**src/rtl/adpll_tx_ser.sv**
```systemverilog
// Serial modulation-bit transmitter for the ADPLL TX path, LSB first.
// Define TX_PREAMBLE_EN to prepend the PREAMBLE byte at the start of each burst.
module adpll_tx_ser #(
    parameter int          BIT_PERIOD = 32,
    parameter logic [7:0]  PREAMBLE   = 8'hAA
) (
    input  logic       clk,
    input  logic       rst,
    input  logic       en,
    input  logic [1:0] adpll_mode,
    input  logic       channel_lock,
    input  logic [7:0] data_in,
    input  logic       data_valid,
    output logic       data_ready,
    output logic       data_mod,
    output logic       tx_busy,
    output logic       tx_done,
    output logic       tx_abort
);

`ifdef TX_PREAMBLE_EN
    typedef enum logic [1:0] {IDLE = 2'd0, SEND = 2'd1, PRE = 2'd2} state_t;
`else
    typedef enum logic {IDLE = 1'b0, SEND = 1'b1} state_t;
    logic unused_preamble;
    assign unused_preamble = ^PREAMBLE;
`endif

    localparam logic [7:0] LAST = 8'(BIT_PERIOD - 1);

    state_t     state_q, state_n;
    logic [7:0] buf_q, buf_n;
    logic       full_q, full_n;
    logic [7:0] sh_q, sh_n;
    logic [7:0] tmr_q, tmr_n;
    logic [2:0] idx_q, idx_n;
    logic       mod_q, mod_n;
    logic       done_q, done_n;
    logic       abort_q, abort_n;
    logic       go;
    logic       bit_end;
    logic [2:0] idx_nx;

    assign go      = en && channel_lock && (adpll_mode == 2'd3);
    assign bit_end = (tmr_q == LAST);
    assign idx_nx  = idx_q + 3'd1;

    always_ff @(posedge clk or posedge rst) begin
        if (rst) begin
            state_q <= IDLE;
            buf_q   <= '0;
            full_q  <= 1'b0;
            sh_q    <= '0;
            tmr_q   <= '0;
            idx_q   <= '0;
            mod_q   <= 1'b0;
            done_q  <= 1'b0;
            abort_q <= 1'b0;
        end else begin
            state_q <= state_n;
            buf_q   <= buf_n;
            full_q  <= full_n;
            sh_q    <= sh_n;
            tmr_q   <= tmr_n;
            idx_q   <= idx_n;
            mod_q   <= mod_n;
            done_q  <= done_n;
            abort_q <= abort_n;
        end
    end

    always_comb begin
        state_n = state_q;
        buf_n   = buf_q;
        full_n  = full_q;
        sh_n    = sh_q;
        tmr_n   = tmr_q;
        idx_n   = idx_q;
        mod_n   = mod_q;
        done_n  = 1'b0;
        abort_n = 1'b0;

        if (data_valid && !full_q) begin
            buf_n  = data_in;
            full_n = 1'b1;
        end

        unique case (state_q)
            IDLE: begin
                if (full_q && go) begin
                    tmr_n = '0;
                    idx_n = '0;
`ifdef TX_PREAMBLE_EN
                    state_n = PRE;
                    sh_n    = PREAMBLE;
                    mod_n   = PREAMBLE[0];
`else
                    state_n = SEND;
                    sh_n    = buf_q;
                    mod_n   = buf_q[0];
                    full_n  = 1'b0;
`endif
                end
            end
`ifdef TX_PREAMBLE_EN
            PRE: begin
                if (bit_end) begin
                    tmr_n = '0;
                    if (idx_q == 3'd7) begin
                        // buffer was held full through the preamble
                        state_n = SEND;
                        sh_n    = buf_q;
                        mod_n   = buf_q[0];
                        full_n  = 1'b0;
                        idx_n   = '0;
                    end else begin
                        mod_n = sh_q[idx_nx];
                        idx_n = idx_nx;
                    end
                end else begin
                    tmr_n = tmr_q + 8'd1;
                end
            end
`endif
            SEND: begin
                if (bit_end) begin
                    tmr_n = '0;
                    if (idx_q != 3'd7) begin
                        mod_n = sh_q[idx_nx];
                        idx_n = idx_nx;
                    end else if (full_q) begin
                        sh_n   = buf_q;
                        mod_n  = buf_q[0];
                        full_n = 1'b0;
                        idx_n  = '0;
                    end else begin
                        state_n = IDLE;
                        mod_n   = 1'b0;
                        done_n  = 1'b1;
                    end
                end else begin
                    tmr_n = tmr_q + 8'd1;
                end
            end
            default: state_n = IDLE;
        endcase

        // losing go mid-burst overrides everything, including end of bit 7
        if (state_q != IDLE && !go) begin
            state_n = IDLE;
            mod_n   = 1'b0;
            full_n  = 1'b0;
            tmr_n   = '0;
            idx_n   = '0;
            done_n  = 1'b0;
            abort_n = 1'b1;
        end
    end

    assign data_ready = !full_q;
    assign data_mod   = mod_q;
    assign tx_busy    = (state_q != IDLE);
    assign tx_done    = done_q;
    assign tx_abort   = abort_q;

endmodule

```
**config.mk**
```make
export PLATFORM = sky130hd
export DESIGN_NAME = adpll_tx_ser
export DESIGN_NICKNAME = d
export VERILOG_FILES = /design/src/rtl/adpll_tx_ser.sv
export SDC_FILE = /design/constraint.sdc
export NUM_CORES = 1
export LEC_CHECK = 0
export ABC_AREA = 1
export CORE_MARGIN = 3
export CORE_UTILIZATION = 39
export DETAILED_ROUTE_END_ITERATION = 10
export SLEW_MARGIN = 15
export SYNTH_ARGS = -nofsm -noshare
export SYNTH_HDL_FRONTEND = slang
export SYNTH_SLANG_ARGS = --single-unit
```
**constraint.sdc**
```tcl
create_clock -name clk -period 2.1 [get_ports clk]
set_input_delay 0.63 -clock clk [delete_from_list [all_inputs] [get_ports clk]]
set_output_delay 0.63 -clock clk [all_outputs]
set_load 0.01 [all_outputs]
```
# Word-level counts from Yosys, hierarchy flattened
# Cells that the tools add are included.
dict set report classes {
  addsub 2
  magnitude_cmp 1
  n_eq_ne 10
  muxes 42
  n_bitwise 1
  n_reduce_logical 10
}
# operator n
set op_table {}
lappend op_table {{8-bit 2-to-1 mux} 7}
lappend op_table {{8-bit one-hot mux with 2 select lines} 2}
lappend op_table {{1-bit 2-to-1 mux} 23}
lappend op_table {{3-bit 2-to-1 mux} 5}
lappend op_table {{8-bit by 1-bit adder with 8-bit output (second input constant)} 1}
lappend op_table {{8-bit by 5-bit equality test with 1-bit output (second input constant)} 1}
lappend op_table {{3-bit != test (second input constant)} 2}
lappend op_table {{1-bit one-hot mux with 2 select lines} 3}
lappend op_table {{3-bit one-hot mux with 2 select lines} 1}
lappend op_table {{1-bit logical AND} 5}
lappend op_table {{3-bit by 4-bit less-than comparator with 1-bit output (second input constant)} 1}
lappend op_table {{2-bit by 1-bit != test with 1-bit output (second input constant)} 2}
lappend op_table {{2-bit != test (second input constant)} 2}
lappend op_table {{4-bit by 1-bit != test with 1-bit output (second input constant)} 1}
lappend op_table {{4-bit AND reduction} 1}
lappend op_table {{3-bit by 1-bit adder with 3-bit output (second input constant)} 1}
lappend op_table {{1-bit binary-select mux with 3-bit select} 1}
lappend op_table {{3-bit by 1-bit != test with 1-bit output (second input constant)} 1}
lappend op_table {{3-bit AND reduction} 1}
lappend op_table {{2-bit equality test (second input constant)} 1}
lappend op_table {{1-bit logical NOT} 2}
lappend op_table {{2-bit AND reduction} 1}
lappend op_table {{1-bit inverter} 1}
dict set report totals {
  reg_bits 32
  inputBits 15
  out_inout_bits 5
  elab_cells 75
}

# Logic depth before layout (Yosys ltp)
# Gate-level depths: netlist (run 1).
dict set report logic_depth {
  depth_word 8
  depth_mapped 11
  ltp_nobuf 10
}

# Least setup slack after synthesis (run 1)
# No wires, ideal clock.
dict set report synth_timing {
  path_type {reg-to-reg}
  from {reg idx_q[0]}
  to {reg sh_q[0]}
  setup_time_ns 0.117
  arrival_ns 1.413
  t_required_ns 1.983
  slack_ns 0.569
  stages_incl_launch_ff 9
  path_buffers 1
  period_less_slack_ns 1.531
  cell_sequence {dfrtp_1 -> ha_1 -> ha_1 -> nor2_4 -> nor2_2 -> nand3_4 -> buf_6 -> nand2_1 -> o21ai_2}
}
dict set report synth_via {
  elab_chain_len 3
}
# item line
set synth_lines {}
lappend synth_lines {{start, declared} 36} ;# logic [2:0] idx_q, idx_n;
lappend synth_lines {{start signal, assigned} 65} ;# idx_q <= idx_n;
lappend synth_lines {{3-bit != test} 128} ;# if (idx_q != 3'd7) begin
lappend synth_lines {{2-bit != test (no line)} -}
lappend synth_lines {{4-bit AND reduction (no line)} -}
lappend synth_lines {{end signal, assigned} 63} ;# sh_q <= sh_n;
lappend synth_lines {{end, declared} 34} ;# logic [7:0] sh_q, sh_n;
# Every way passes these cells.
# A chain may end at the register's enable or synchronous reset.

# Worst setup path after layout (run 1)
dict set report layout_timing {
  from {reg full_q}
  to {out data_ready}
}
dict set report layout_via {
  elab_chain_len 1
}
# item line
set layout_lines {}
lappend layout_lines {{start, declared} 33} ;# logic full_q, full_n;
lappend layout_lines {{start signal, assigned} 62} ;# full_q <= full_n;
lappend layout_lines {{1-bit logical NOT} 160} ;# assign data_ready = !full_q;
lappend layout_lines {{end, declared} 14} ;# output logic data_ready,
# Every way passes these cells.

==> out/metrics.csv, run 1 <==
metric;value;unit
fillers;403;
die-area;5060;um^2
area_growth;22.2;%
post_cts_buffers;0;
coreArea;4060;um^2
maxCapViolations;0;
min_path_type;register to register;
htree_levels;2;
setup_ws;0.100;ns
ant_nets;0;
skew;0.00739;ns
final_common_cell;nand2_1;
finalCritPeriodShare;95.2;%
setup_viol;0;
slew_headroom;73.3;%
syn_nets;210;
grt_pass1_wl;5610;um
power_density;782;nW/um^2
syn_area;1650;um^2
wl_met2;1250;um
stdcell_count;271;
numCtsBuffers;5;
syn_avg_cell_area;8.66;um^2
synth.distinct_cells;27;
finalHoldViolCount;0;
wl_met3;136;um
postLayoutCoreUtil;49.8;%
start_kind;register;
num_vias;1262;
crit_slowest_cell;clkdlybuf4s50_1;
design_area;2020;um^2
nNetsFinal;239;
tightest_slew;0.401;ns
ys_ff_latch;32;
worstPathRequired;1.47;ns
clk_latency;0.28;ns
grt_max_degree;33;
io_pins;20;
clock-sinks;32;
drtIter0Drc;71;
num_antenna_cells;0;
dr.pass1.iters;4;
hold_depth;2;
cts-root-buf;clkbuf_8;
grt_overflow;0;
worstPathArrival;1.37;ns
cpLargestDelayFamily;buffers and inverters;
crit_path_cell_trace;inv_2 -> clkdlybuf4s50_1;
highest_layer;met4;
start_util;40.8;%
dp_slack;-0.0245;ns
synth_seq_area_share;48.4;%
fmax;500;MHz
clockBufferDepth;2;
routed_wl;2960;um
die_y;71.1;um
drt-met1-wl;1510;um
grt_pass1_vias;1276;
vdd_ir_drop_max;0.384;mV
worst_r2r_path_depth;7;
grt_use_total;14.2;%
drc_errors;0;
antenna_found_initial;0;
cp-end-kind;primary output;
vias_per_cell;4.66;
numPortBuffers;19;
final_cell_mix;nand2_1 (37), dfrtp_1 (32), inv_1 (27);
cts_tree;yes;
yosysWarnings;0;
clk_pin_slew;0.07;ns
synthCells;191;
slowest_delay;0.55;ns
rsz0062_at_grt;no;
cp_max_fo;5;
gp_congestion;0.780;
p_leak;1.01;nW
slew_viol_final;0;
cts_hold_buf;0;
rows;23;
path_class;register to primary output;
run_status;finished clean;
avgRoutedWirePerCell;10.9;um
placed_cell_area;1930;um^2
critPathBufInv;2;
hold-worst-slack;0.483;ns
min_period;2.00;ns
dieWidth;71.1;um
drive_above_1_share;19.0;%
hpwl;2180;um
path_depth;2;
dp.cells;263;
==> path summary, 6_finish.rpt <==
check | endpoint | from | slack, ns
max reg2reg | sh_q[0]$_DFFE_PP0P_ | idx_q[0]$_DFFE_PP0P_ | 0.37
min reg2reg | sh_q[3]$_DFFE_PP0P_ | sh_q[3]$_DFFE_PP0P_ | 0.48
max in group asynchronous | tmr_q[5]$_DFFE_PP0P_ | rst | 1.08
min in group asynchronous | buf_q[1]$_DFFE_PP0P_ | rst | 0.73
min | sh_q[3]$_DFFE_PP0P_ | sh_q[3]$_DFFE_PP0P_ | 0.48
max | data_ready | full_q$_DFF_PP0_ | 0.10
==> synth_stat cells <==
cell      number  area, um^2
a21oi_1       13        65.1
a22o_1         1        8.76
and3_1         1        6.26
buf_2          1        5.00
buf_4          1        7.51
buf_6          1        11.3
dfrtp_1       32         801
ha_1           4        50.1
inv_1         28         105
inv_2          5        18.8
nand2_1       37         139
nand2_2        3        18.8
nand2_4        1        11.3
nand3_1       12        60.1
nand3_2        2        20.0
nand3_4        1        17.5
nand3b_1       2        15.0
nand4_4        1        21.3
nor2_1        17        63.8
nor2_2         2        12.5
nor2_4         3        33.8
o21ai_0       10        50.1
o21ai_1        1        5.00
o21ai_2        8        70.1
o21ai_4        1        16.3
o22ai_1        2        12.5
xor2_1         1        8.76
==> sequential cells by signal, summed over array words and instances, names as in the netlist <==
signal,count
full_q,1
tx_busy,1
tx_done,1
idx_q,3
buf_q,8
tx_abort,1
sh_q,8
tmr_q,8
data_mod,1
==> repair_timing <==
action                                 CTS  global route
resized for setup                        0             1
endpoints found under the hold margin    0             0
setup endpoints to repair                0             1
==> tightest hold or removal path, stage by stage (launching register included) <==
cell and delay [ns]:
dfrtp_1 0.34, nand2_1 0.06, o21ai_2 0.05
==> cell type report <==
class | count | area, um^2 | area share [%]
clock buffer | 6 | 82.6 | 4.09
clock inverter | 2 | 10.0 | 0.495
inverter | 33 | 124 | 6.13
multi-input combinational | 123 | 706 | 34.9
sequential | 32 | 801 | 39.6
tap | 50 | 62.6 | 3.10
timing repair buffer | 25 | 235 | 11.6
==> metal layers <==
metal,track usage [%],vias to the layer above
li1,-,660
met1,18.9,571
met2,20.9,24
met3,4.40,7
met4,6.89,0
met5,0,-
==> stage by stage <==
step	total power, mW	setup TNS [ns]
after floorplan	1.02	0
after CTS	1.61	0
after global routing	1.70	0
after global placement	1.11	0
final	1.58	0
after detailed placement	1.11	-0.0245
==> where the power goes <==
group / internal (mW) / switching, mW / leakage (nW) / total, mW
Combinational: 0.141 / 0.170 / 0.557 / 0.311
Clock: 0.261 / 0.220 / 0.0510 / 0.481
Sequential: 0.733 / 0.0551 / 0.402 / 0.788
==> kinds of logic (layout without fill, tap and decap cells) <==
kind of cell               Yosys count  in the layout  synth area share [%]
adders and majority gates            4              4                  3.03
and+or+nand+nor                     82             82                  25.3
AOI/OAI and AO/OA                   36             36                  13.8
xor gates and xnor gates             1              1                 0.530
DFF                                 32             32                  48.4
buffers and inverters               36             66                  8.93
(Power assumes the default switching activity.)
==> run 2: changes to the inputs <==
- CORE_ASPECT_RATIO: not set -> 0.6
- CORE_UTILIZATION: 39 -> 47
- PLACE_DENSITY: not set -> 0.69
==> out/metrics.csv, run 2 (synthesis results as in run 1) <==
metric;value;unit
reg_top3;buf_q (8), sh_q (8), tmr_q (8);
coreArea;3120;um^2
critical_path.endpoint;data_ready;
ant_nets;0;
drc_errors;0;
num_vias;1329;
skew;0.00501;ns
worstPathArrival;1.39;ns
crit_slowest_cell;clkdlybuf4s50_1;
num_antenna_cells;0;
die-area;4290;um^2
grt_pass1_vias;1234;
drive_above_1_share;18.2;%
tightest_slew;0.507;ns
io_pins;20;
cts_resized;0;
setup_viol;0;
cp_max_fo;5;
gp_congestion;0.821;
routed_wl;3410;um
slew_headroom;66.1;%
r2r_slack;0.30;ns
cpLargestDelayFamily;buffers and inverters;
crit_path_cell_trace;inv_2 -> clkdlybuf4s50_1;
numPortBuffers;19;
min_path_type;register to register;
htree_levels;2;
run_status;finished clean;
cts-root-buf;clkbuf_8;
antenna_found_initial;0;
worstPathRequired;1.47;ns
postLayoutCoreUtil;64.8;%
fmax;496;MHz
p_leak;1.01;nW
total_power;1.69;mW
path_class;register to primary output;
dieWidth;82.6;um
grt_overflow;0;
clock-sinks;32;
start_util;53.1;%
numCtsBuffers;5;
finalCritPeriodShare;96.0;%
nNetsFinal;238;
cp-end-kind;primary output;
clockBufferDepth;2;
final_common_cell;nand2_1;
rsz0062_at_grt;no;
start_kind;register;
grt_use_total;18.6;%
area_growth;22.0;%
vias_per_cell;5.07;
r2r_end;sh_q[2]$_DFFE_PP0P_;
grt_pass1_wl;5780;um
final_cell_mix;nand2_1 (37), dfrtp_1 (32), inv_1 (27);
worst_r2r_path_depth;7;
avgRoutedWirePerCell;13.0;um
clk_latency;0.29;ns
cts_hold_buf;0;
maxCapViolations;0;
min_period;2.02;ns
clk_pin_slew;0.07;ns
cts_tree;yes;
critPathBufInv;2;
die_y;52.0;um
dr.pass1.iters;4;
critPathLaunch;full_q$_DFF_PP0_;
drtIter0Drc;85;
vdd_ir_drop_max;0.518;mV
post_cts_buffers;0;
slowest_delay;0.55;ns
hpwl;2550;um
reg2reg_from;idx_q[0]$_DFFE_PP0P_;
path_depth;2;
slew_viol_final;0;
rows;15;
grt_max_degree;33;
finalHoldViolCount;0;
power_density;838;nW/um^2
run 2: cell type report:
type | instances | area, um^2
timing repair buffer | 24 | 228
sequential | 32 | 801
multi-input combinational | 123 | 706
tap | 42 | 52.6
fill | 280 | 1100
inverter | 33 | 124
clock buffer | 6 | 72.6
clock inverter | 2 | 35.0
run 2: worst register-to-register path, cell delays in order, from the launching register on:
cell,delay [ns]
dfrtp_1,0.49
ha_1,0.23
ha_1,0.25
nor2_4,0.07
nor2_2,0.18
nand3_4,0.24
nand2_1,0.17
o21ai_2,0.06
run 2: worst min path at each step:
stage          cells after the start                start                   to
5_1_grt                            2  sh_q[3]$_DFFE_PP0P_  sh_q[3]$_DFFE_PP0P_
6_report                           2  sh_q[3]$_DFFE_PP0P_  sh_q[3]$_DFFE_PP0P_
3_5_place_dp                       2  sh_q[3]$_DFFE_PP0P_  sh_q[3]$_DFFE_PP0P_
4_1_cts                            2  sh_q[3]$_DFFE_PP0P_  sh_q[3]$_DFFE_PP0P_
2_1_floorplan                      2  sh_q[0]$_DFFE_PP0P_  sh_q[0]$_DFFE_PP0P_
3_3_place_gp                       2  sh_q[0]$_DFFE_PP0P_  sh_q[0]$_DFFE_PP0P_
run 2: stage by stage:
stage                     worst slack (ns)  setup TNS, ns  cell area (um^2)  std cells  hold slack (ns)
after floorplan                      0.569              0              1650        191            0.455
after global placement              0.0175              0              1910        254            0.465
after detailed placement           -0.0195        -0.0195              1910        254            0.469
after CTS                          0.00911              0              2020        262            0.486
after global routing                0.0430              0              2020        262            0.509
final                               0.0848              0              2020        262            0.484
run 2: routing by layer:
| metal | up-vias | global-route usage [%] | share of wire (%) |
|---|---|---|---|
| met5 | - | 0 | 0 |
| met3 | 10 | 6.57 | 5.9 |
| met2 | 38 | 29.0 | 44 |
| met1 | 618 | 24.3 | 48 |
| li1 | 663 | - | - |
| met4 | 0 | 5.71 | 2.1 |
run 2: where the power goes:
part	internal, mW	leakage [nW]	total (mW)	switching [mW]
registers	0.733	0.402	0.787	0.0540
logic	0.140	0.552	0.320	0.180
clock network	0.352	0.0552	0.583	0.231
total	1.23	1.01	1.69	0.465
==> run 3: changes to the inputs <==
- PLACE_DENSITY: 0.69 -> 0.72
- clock period: 2.1 -> 1.79 ns (I/O delays scaled with it)
==> out/metrics.csv, run 3 (synthesis results as in run 1) <==
metric;value;unit
min_period;1.74;ns
run_status;finished clean;
drt-met1-wl;1610;um
hold-worst-slack;0.482;ns
tightest_slew;0.400;ns
htree_levels;2;
vias_per_cell;5.02;
post_cts_buffers;0;
grt_pass1_wl;5800;um
cp_max_fo;16;
num_vias;1320;
clk_latency;0.28;ns
final-seq-area;801;um^2
start_util;53.1;%
clk_pin_slew;0.06;ns
routed_wl;3280;um
numCtsBuffers;5;
drtIter0Drc;59;
avgRoutedWirePerCell;12.5;um
cts-root-buf;clkbuf_8;
min_path_type;register to register;
vdd_ir_drop_max;0.561;mV
rows;15;
p_leak;1.02;nW
rsz0062_at_grt;yes;
wl_met2;1450;um
slew_headroom;73.3;%
maxCapViolations;0;
cp-end-kind;register;
area_growth;21.4;%
worstPathRequired;1.95;ns
fmax;574;MHz
nNetsFinal;242;
numPortBuffers;19;
wl_met3;171;um
num_antenna_cells;0;
dr.pass1.iters;4;
grt_use_total;18.1;%
clockBufferDepth;2;
fillers;277;
setup_ws;0.0491;ns
cts_tree;yes;
die_y;52.0;um
power_density;891;nW/um^2
coreArea;3120;um^2
gp_congestion;0.879;
worstPathArrival;1.90;ns
clock-sinks;32;
path_class;input port to register;
final_common_cell;nand2_1;
grt_overflow;0;
drc_errors;0;
total_power;1.79;mW
skew;0.00598;ns
finalHoldViolCount;0;
grt_pass1_vias;1313;
ant_nets;0;
final_cell_mix;nand2_1 (37), dfrtp_1 (32), inv_1 (28);
multiInputGateArea;706;um^2
highest_layer;met4;
grt_max_degree;33;
antenna_found_initial;0;
die-area;4290;um^2
hpwl;2430;um
start_kind;input port;
dieWidth;82.6;um
io_pins;20;
dp_slack;-0.225;ns
setup_viol;0;
reg_top3;buf_q (8), sh_q (8), tmr_q (8);
fin_setup_tns;0;ns
slew_viol_final;0;
drive_above_1_share;18.6;%
finalCritPeriodShare;97.3;%
==> run 3: stage by stage <==
step           std cells  util [%]  instance area, um^2
2_1_floorplan        191         -                 1650
3_3_place_gp         258      62.3                 1940
3_5_place_dp         258      62.3                 1940
4_1_cts              263      64.5                 2010
5_1_grt              263      64.5                 2010
6_report             263      64.5                 2010
==> run 3: timing repair <==
action / CTS / global route
resized for setup: 1 / 0
setup endpoints to repair: 1 / 3
pin swaps: 0 / 0
hold buffers: 0 / 0
==> run 3: critical path, stage by stage <==
cell and delay, ns:
clkdlybuf4s50_1 0.51, nand4_4 0.14, o21ai_4 0.24, nand3_4 0.26, nand2_1 0.15, o21ai_2 0.06
==> run 3: layout make-up <==
type,count,area share (%)
Multi-Input combinational cell,123,35.1
Clock buffer,5,3.43
Inverter,33,6.17
Timing Repair Buffer,28,12.8
Sequential cell,32,39.9
Tap cell,42,2.62
==> run 3: report_power, final <==
part	internal [mW]	total, mW	switching [mW]	leakage, nW
clock network	0.250	0.484	0.234	0.0359
logic	0.168	0.381	0.212	0.578
registers	0.861	0.924	0.0631	0.402
total	1.28	1.79	0.510	1.02
==> run 3: final timing paths <==
check	start	endpoint	slack, ns	cells past startpoint
max in group asynchronous	rst	sh_q[6]$_DFFE_PP0P_	0.86	3
worst max register to register	tmr_q[0]$_DFFE_PP0P_	sh_q[4]$_DFFE_PP0P_	0.17	10
worst max-delay path	en	sh_q[4]$_DFFE_PP0P_	0.05	6
worst min register to register	sh_q[0]$_DFFE_PP0P_	sh_q[0]$_DFFE_PP0P_	0.48	2
min in group asynchronous	rst	tmr_q[0]$_DFFE_PP0P_	0.64	3
worst min-delay path	sh_q[0]$_DFFE_PP0P_	sh_q[0]$_DFFE_PP0P_	0.48	2
==> run 3: routing by layer <==
layer  global-route usage [%]  up-vias
li1                         -      666
met1                     23.8      618
met2                     27.9       30
met3                     4.84        6
met4                     8.42        0
met5                        0        -
